**config.mk**
```make
export PLATFORM = sky130hd
export DESIGN_NAME = fifo_module
export DESIGN_NICKNAME = d
export VERILOG_FILES = /design/src/rtl/fifo_module.sv
export SDC_FILE = /design/constraint.sdc
export NUM_CORES = 1
export LEC_CHECK = 0
export CAP_MARGIN = 20
export CORE_MARGIN = 2
export CORE_UTILIZATION = 40
export CTS_BUF_LIST = sky130_fd_sc_hd__clkbuf_8
export DETAILED_ROUTE_END_ITERATION = 16
export HOLD_SLACK_MARGIN = 0.08
export SETUP_SLACK_MARGIN = 0.4
export SLEW_MARGIN = 20
export SYNTH_ARGS = -nofsm -noshare
export SYNTH_HDL_FRONTEND = slang
export SYNTH_SLANG_ARGS = --single-unit
```
**constraint.sdc**
```tcl
create_clock -name i_clk -period 2.5 [get_ports i_clk]
set_input_delay 0.5 -clock i_clk [delete_from_list [all_inputs] [get_ports i_clk]]
set_output_delay 0.5 -clock i_clk [all_outputs]
set_load 0.01 [all_outputs]
```
**src/rtl/fifo_module.sv**
```systemverilog
// First-word-fall-through byte FIFO with occupancy count and sticky
// overflow/underflow flags; sits between the UART and the ALU interface stage.
module fifo_module #(
    parameter int NB_FIFOMODULE_DATA = 8,
    parameter int NB_FIFOMODULE_ADDR = 4
) (
    input  logic                          i_clk,
    input  logic                          i_reset,
    input  logic                          i_fifomodule_WRITE,
    input  logic [NB_FIFOMODULE_DATA-1:0] i_fifomodule_WRITEDATA,
    input  logic                          i_fifomodule_READ,
    output logic [NB_FIFOMODULE_DATA-1:0] o_fifomodule_READDATA,
    output logic                          o_fifomodule_EMPTY,
    output logic                          o_fifomodule_FULL,
    output logic [NB_FIFOMODULE_ADDR:0]   o_fifomodule_COUNT,
    input  logic                          i_fifomodule_CLRERR,
    output logic                          o_fifomodule_OVERFLOW,
    output logic                          o_fifomodule_UNDERFLOW
);

    localparam int DEPTH = 2 ** NB_FIFOMODULE_ADDR;
    localparam int NB_PTR = NB_FIFOMODULE_ADDR + 1;

    logic [NB_FIFOMODULE_DATA-1:0] mem [DEPTH];

    logic [NB_PTR-1:0] wr_ptr;
    logic [NB_PTR-1:0] rd_ptr;
    logic [NB_PTR-1:0] wr_ptr_nxt;
    logic [NB_PTR-1:0] rd_ptr_nxt;
    logic [NB_PTR-1:0] count;
    logic              empty;
    logic              full;
    logic              overflow;
    logic              underflow;

    logic rd_accept;
    logic wr_accept;
    logic ovf_event;
    logic unf_event;

    // When full, a coincident read frees the head slot on the same edge,
    // so the write is still taken.
    always_comb begin
        rd_accept  = i_fifomodule_READ & ~empty;
        wr_accept  = i_fifomodule_WRITE & (~full | rd_accept);
        ovf_event  = i_fifomodule_WRITE & ~wr_accept;
        unf_event  = i_fifomodule_READ & empty;
        wr_ptr_nxt = wr_accept ? wr_ptr + NB_PTR'(1) : wr_ptr;
        rd_ptr_nxt = rd_accept ? rd_ptr + NB_PTR'(1) : rd_ptr;
    end

    always_ff @(posedge i_clk or negedge i_reset) begin
        if (!i_reset) begin
            wr_ptr    <= '0;
            rd_ptr    <= '0;
            count     <= '0;
            empty     <= 1'b1;
            full      <= 1'b0;
            overflow  <= 1'b0;
            underflow <= 1'b0;
        end else begin
            wr_ptr <= wr_ptr_nxt;
            rd_ptr <= rd_ptr_nxt;
            count  <= wr_ptr_nxt - rd_ptr_nxt;
            empty  <= (wr_ptr_nxt == rd_ptr_nxt);
            full   <= (wr_ptr_nxt[NB_FIFOMODULE_ADDR] != rd_ptr_nxt[NB_FIFOMODULE_ADDR]) &&
                      (wr_ptr_nxt[NB_FIFOMODULE_ADDR-1:0] == rd_ptr_nxt[NB_FIFOMODULE_ADDR-1:0]);
            // A new error event wins over a coincident clear.
            if (ovf_event)
                overflow <= 1'b1;
            else if (i_fifomodule_CLRERR)
                overflow <= 1'b0;
            if (unf_event)
                underflow <= 1'b1;
            else if (i_fifomodule_CLRERR)
                underflow <= 1'b0;
        end
    end

    // Storage is deliberately left out of reset.
    always_ff @(posedge i_clk) begin
        if (wr_accept)
            mem[wr_ptr[NB_FIFOMODULE_ADDR-1:0]] <= i_fifomodule_WRITEDATA;
    end

    assign o_fifomodule_READDATA  = empty ? '0 : mem[rd_ptr[NB_FIFOMODULE_ADDR-1:0]];
    assign o_fifomodule_EMPTY     = empty;
    assign o_fifomodule_FULL      = full;
    assign o_fifomodule_COUNT     = count;
    assign o_fifomodule_OVERFLOW  = overflow;
    assign o_fifomodule_UNDERFLOW = underflow;

endmodule

```
# After elaboration in Yosys (flattened, before gate mapping)
# Memories as Yosys holds them, arrays and structs flattened.
# Cells that the tools add are included.
[op_classes]
n_addsub = 3
mul = 0
div = 0
n_bitwise = 8
n_mux = 8
n_shift = 0
n_lt_le_gt_ge = 0
n_eq_ne = 3
reduce_logical = 3
[op_table]
columns = ["operator", "n"]
rows = [
  ["5-bit by 1-bit adder with 5-bit output (second input constant)", 2],
  ["5-bit 2-to-1 mux", 2],
  ["8-bit 2-to-1 mux", 1],
  ["5-bit == test", 1],
  ["1-bit 2-to-1 mux", 5],
  ["5-bit subtractor", 1],
  ["1-bit bitwise AND", 4],
  ["4-bit == test", 1],
  ["2-bit nonzero test", 2],
  ["1-bit inverter", 3],
  ["1-bit logical AND", 1],
  ["1-bit inequality test", 1],
  ["1-bit bitwise OR", 1],
]
[word_totals]
latchBits = 0
reg_bits = 19
memories = 1
rom_bits = 0
input_bits = 13
ramBits = 128
[mem_list]
columns = ["name", "depth", "word_bits", "rd", "rd_ports_with_merged_regs", "wr", "line_no", "text"]
rows = [
  ["mem", 16, 8, 1, 0, 1, "24", "logic [NB_FIFOMODULE_DATA-1:0] mem [DEPTH];"],
]

# Longest topological paths before layout
[logic_depth]
word_depth = 7
mapped_depth = 11
depth_no_buf = 10

# Worst setup path before layout
# Ideal clock, no wire load.
[synth_path]
path_type = "flip-flop to flip-flop"
startpoint = "register empty, in the netlist o_fifomodule_EMPTY"
endpoint = "register count[4], in the netlist o_fifomodule_COUNT[4]"
t_arrival_ns = 2.185
required_ns = 2.374
path_slack_ns = 0.189
path_buffers = 1
stages_incl_launch_ff = 12
path_cell_list = "dfstp_2 > nand2b_2 > nand2_1 > and2_1 > clkbuf_1 > xnor2_1 > ha_1 > fa_1 > inv_1 > a21o_1 > a21oi_1 > xnor2_1"
[synth_via]
elab_chain_cells = 6
word_cells_on_any_way = 7
[synth_rtl]
columns = ["element", "line_no", "text"]
rows = [
  ["from (decl)", "31", "logic empty;"],
  ["from (signal assigned)", "65", "empty <= (wr_ptr_nxt == rd_ptr_nxt);"],
  ["1-bit inverter *", "44", "rd_accept = i_fifomodule_READ & ~empty;"],
  ["1-bit bitwise AND *", "44", ""],
  ["1-bit bitwise OR", "45", "wr_accept = i_fifomodule_WRITE & (~full | rd_accept);"],
  ["1-bit bitwise AND", "45", ""],
  ["5-bit 2-to-1 mux", "48", "wr_ptr_nxt = wr_accept ? wr_ptr + NB_PTR'(1) : wr_ptr;"],
  ["5-bit subtractor *", "64", "count <= wr_ptr_nxt - rd_ptr_nxt;"],
  ["to (signal assigned)", "64", ""],
  ["to (decl)", "30", "logic [NB_PTR-1:0] count;"],
]
# Every way passes the cells marked *; elsewhere a longest branch is shown, timed or not.
# A chain may end at the register's enable or synchronous reset.

# Worst setup path in the final report
[layout_path]
startpoint = "register rd_ptr[0]"
endpoint = "output port o_fifomodule_READDATA[3]"
[layout_via]
elab_chain_cells = 2
[layout_rtl]
columns = ["element", "line_no", "text"]
rows = [
  ["from (decl)", "27", "logic [NB_PTR-1:0] rd_ptr;"],
  ["from (signal assigned)", "63", "rd_ptr <= rd_ptr_nxt;"],
  ["memory 16 x 8 bit", "-", ""],
  ["8-bit 2-to-1 mux", "86", "assign o_fifomodule_READDATA = empty ? '0 : mem[rd_ptr[NB_FIFOMODULE_ADDR-1:0]];"],
  ["to (decl)", "12", "output logic [NB_FIFOMODULE_DATA-1:0] o_fifomodule_READDATA,"],
]
# Every way passes these cells.

==> metrics <==
core area=14,600 um^2; #FFs+latches synth=147; total gr overflow=0; final hold vios=0; Seq/Total Area, Yosys=72.2%; RSZ-0062 raised after global routing=true; Initial Util=41.0%; delay of the slowest critical-path stage=0.49 ns; # port buffers=29; Pint=6.14 mW; vias in the first global route=3,440; IO Pins=30; vias post-DR=3,127; reg2reg start=rd_ptr[0]; ant diodes=0; Leak=2.70 nW; Setup WS pre-CTS=-0.109 ns; Arr. time, crit path=2.15 ns; failing checks=setup timing; Detail Route Antenna Nets=0; final core occ=52.2%; relative slew slack=58.0%; post-placement cell area=6970 um^2; Placed Cells=558; Tmin final=2.65 ns; count of pins over their slew limit=0; DP HPWL=8.26 mm; fillcell total=1,168; Nets=428; layout cell share with drive strength beyond 1=43.5%; Worst Setup Start Kind=flop; final WL=12.7 mm; Cell Chain, Critical Path=buf_6, buf_12, buf_6, mux4_2, a22oi_2, a21oi_2, buf_2; switching pwr=3.07 mW; Yosys warnings=0; P per Cell Area=1210 nW/um^2; Reg power frac=35.3%; Peak Freq=378 MHz; Final period util=106%; Top FF cell, synth=edfxtp_1; pin count of the biggest net entering global routing=23; Peak VDD IR=798 uV; crit path max fanout=6; CP endpoint kind=output port; status=complete, but fails checks; Top cell by count, worst path=buf_6; initial antenna violation count=0; share of flip-flops with an asynchronous set or reset=12.9%; fin worst setup slack=-0.147 ns; DRT iter0 DRCs=286; Gate Count Post-Synth=306; TritonCTS clock tree=done; Placer Congestion=0.770; Post-synth EDFFs=128; combinational share of power=47.5%; worst r2r path cells=11; Non-Filler Instances=600; cell area after layout=7610 um^2; Clock Latency Late Sink=0.44 ns; vias per inst=5.21; register area=4320 um^2; Max Cap Violations=0; first-pass GRT wire length=19.8 mm; Die H=126 um; hold_ws=0.394 ns; Post-Syn Nets=330; die width=126 um; Hold Path Class=in2async; Max stage delay cell, worst path=mux4_2; sw frac=33.3%; Clock power frac=17.3%; Layout area overhead=27.1%; die area=16,000 um^2; Pre-antenna DRT Iters=4; # DRC=0; final setup violation count=8; synth unique cells=34; TritonCTS buffer count=17; Syn Area/Cell=19.6 um^2; measured slew at the worst slew-check pin=0.627 ns; critical path startpoint=rd_ptr[0]; Total Routing Usage GR=17.0%; Clock Tree Root=clkbuf_8; area of the multi-input gates=1710 um^2; Cell Rows=44; cell area after synthesis=5990 um^2; clock sinks=147; WS Path Type=reg2out; Avg WL per Cell=21.1 um; CTS clock-pin slew for the worst setup and hold paths=0.07 ns; CTS Buffer Depth=2; WP data required=2.00 ns; H-tree depth=4; Worst Skew=0.00925 ns
## cells in the final DEF (no fill, tap or decap), types with 3 or more instances in the layout
| cell type | synthesis | routed |
|---|---|---|
| a21oi_2 | 1 | 10 |
| clkbuf_8 | 0 | 17 |
| xnor2_2 | 1 | 7 |
| nand4_1 | 4 | 4 |
| and2_1 | 18 | 17 |
| ha_1 | 10 | 4 |
| buf_6 | 6 | 7 |
| ha_4 | 0 | 5 |
| a22oi_2 | 0 | 15 |
| dfrtp_1 | 18 | 17 |
| buf_12 | 0 | 13 |
| xnor2_1 | 9 | 3 |
| mux4_2 | 16 | 31 |
| nand2_1 | 9 | 6 |
| inv_2 | 0 | 3 |
| clkinvlp_4 | 0 | 3 |
| clkdlybuf4s50_1 | 0 | 19 |
| buf_2 | 2 | 8 |
| edfxtp_1 | 128 | 128 |
| inv_1 | 14 | 14 |
| buf_4 | 1 | 40 |
| clkinv_2 | 0 | 4 |
## critical path: cells and delay by family, from the launching register on
| kind | cells | cell delay, ns |
|---|---|---|
| buf+inv | 4 | 0.50 |
| compound gates | 2 | 0.33 |
| mux | 1 | 0.49 |
| flops | 1 | 0.40 |
## kinds of logic after synthesis
family | Yosys count | share of synthesized area, %
buffers and inverters | 27 | 2.65
flip-flops | 147 | 72.2
AO/OA/AOI/OAI | 33 | 3.57
multiplexers | 32 | 13.0
AND/OR/NAND/NOR | 44 | 4.14
adder cells (fa/ha/maj) | 11 | 2.42
XOR/XNOR | 12 | 2.01
## through the flow
stage                     setup TNS [ns]  power, mW
final                             -0.891       9.20
after global routing               -1.78       9.77
after CTS                          -1.11       8.96
after detailed placement          -0.791       6.90
after global placement            -0.754       6.88
after floorplan                        0       5.29
## registers in the layout (all words and copies together), names as in the netlist
register,count
mem,128
o_fifomodule_COUNT,5
rd_ptr,5
wr_ptr,5
o_fifomodule_EMPTY,1
o_fifomodule_FULL,1
o_fifomodule_OVERFLOW,1
o_fifomodule_UNDERFLOW,1
## cell usage after synthesis, types with 6 or more instances
cell	n	area share (%)
and2_1	18	1.9
dfrtp_1	18	7.5
a22oi_1	16	2.0
mux4_2	16	6.0
inv_1	14	0.88
nand2_1	9	0.56
ha_1	10	2.1
xnor2_1	9	1.3
edfxtp_1	128	64
buf_6	6	1.1
mux4_1	16	7.0
a21oi_1	11	0.92
## power groups by stage
stage,registers [mW],logic (mW),clock network [mW]
finish,3.25,4.37,1.59
global route,3.28,4.73,1.76
CTS,3.24,4.09,1.63
detailed placement,3.28,3.61,0
global placement,3.27,3.61,0
floorplan,3.27,2.02,0
## worst paths after layout
check / to / slack, ns
worst max-delay path: o_fifomodule_READDATA[3] / -0.15
worst min-delay path: wr_ptr[2] / 0.39
max in group asynchronous: o_fifomodule_EMPTY / 1.84
worst max register to register: o_fifomodule_COUNT[4] / 0.41
worst min register to register: o_fifomodule_UNDERFLOW / 0.54
min in group i_clk: o_fifomodule_UNDERFLOW / 0.42
## metal layers
metal	routed length (um)	vias up	GRT usage [%]	share of wire, %
li1	-	1401	-	-
met1	5440	1616	22.6	43
met2	6400	99	27.2	51
met3	699	11	5.44	5.5
met4	136	0	4.46	1.1
met5	0	-	0	0
## timing repair
item | 4_1_cts | 5_1_grt
resized for setup | 88 | 23
hold buffers | 0 | 0
gates cloned | 2 | 0
buffers inserted | 6 | 3
setup endpoints to repair | 12 | 13
pin swaps | 24 | 11
## layout make-up
cell class                 count  area share (%)
sequential                   147            56.8
multi-input combinational    132            22.5
timing repair buffer          92            12.6
clock buffer                  17            3.07
tap                          184            3.02
clock inverter                14            1.32
inverter                      14           0.690
No activity file was read; power rests on OpenSTA's default activity.
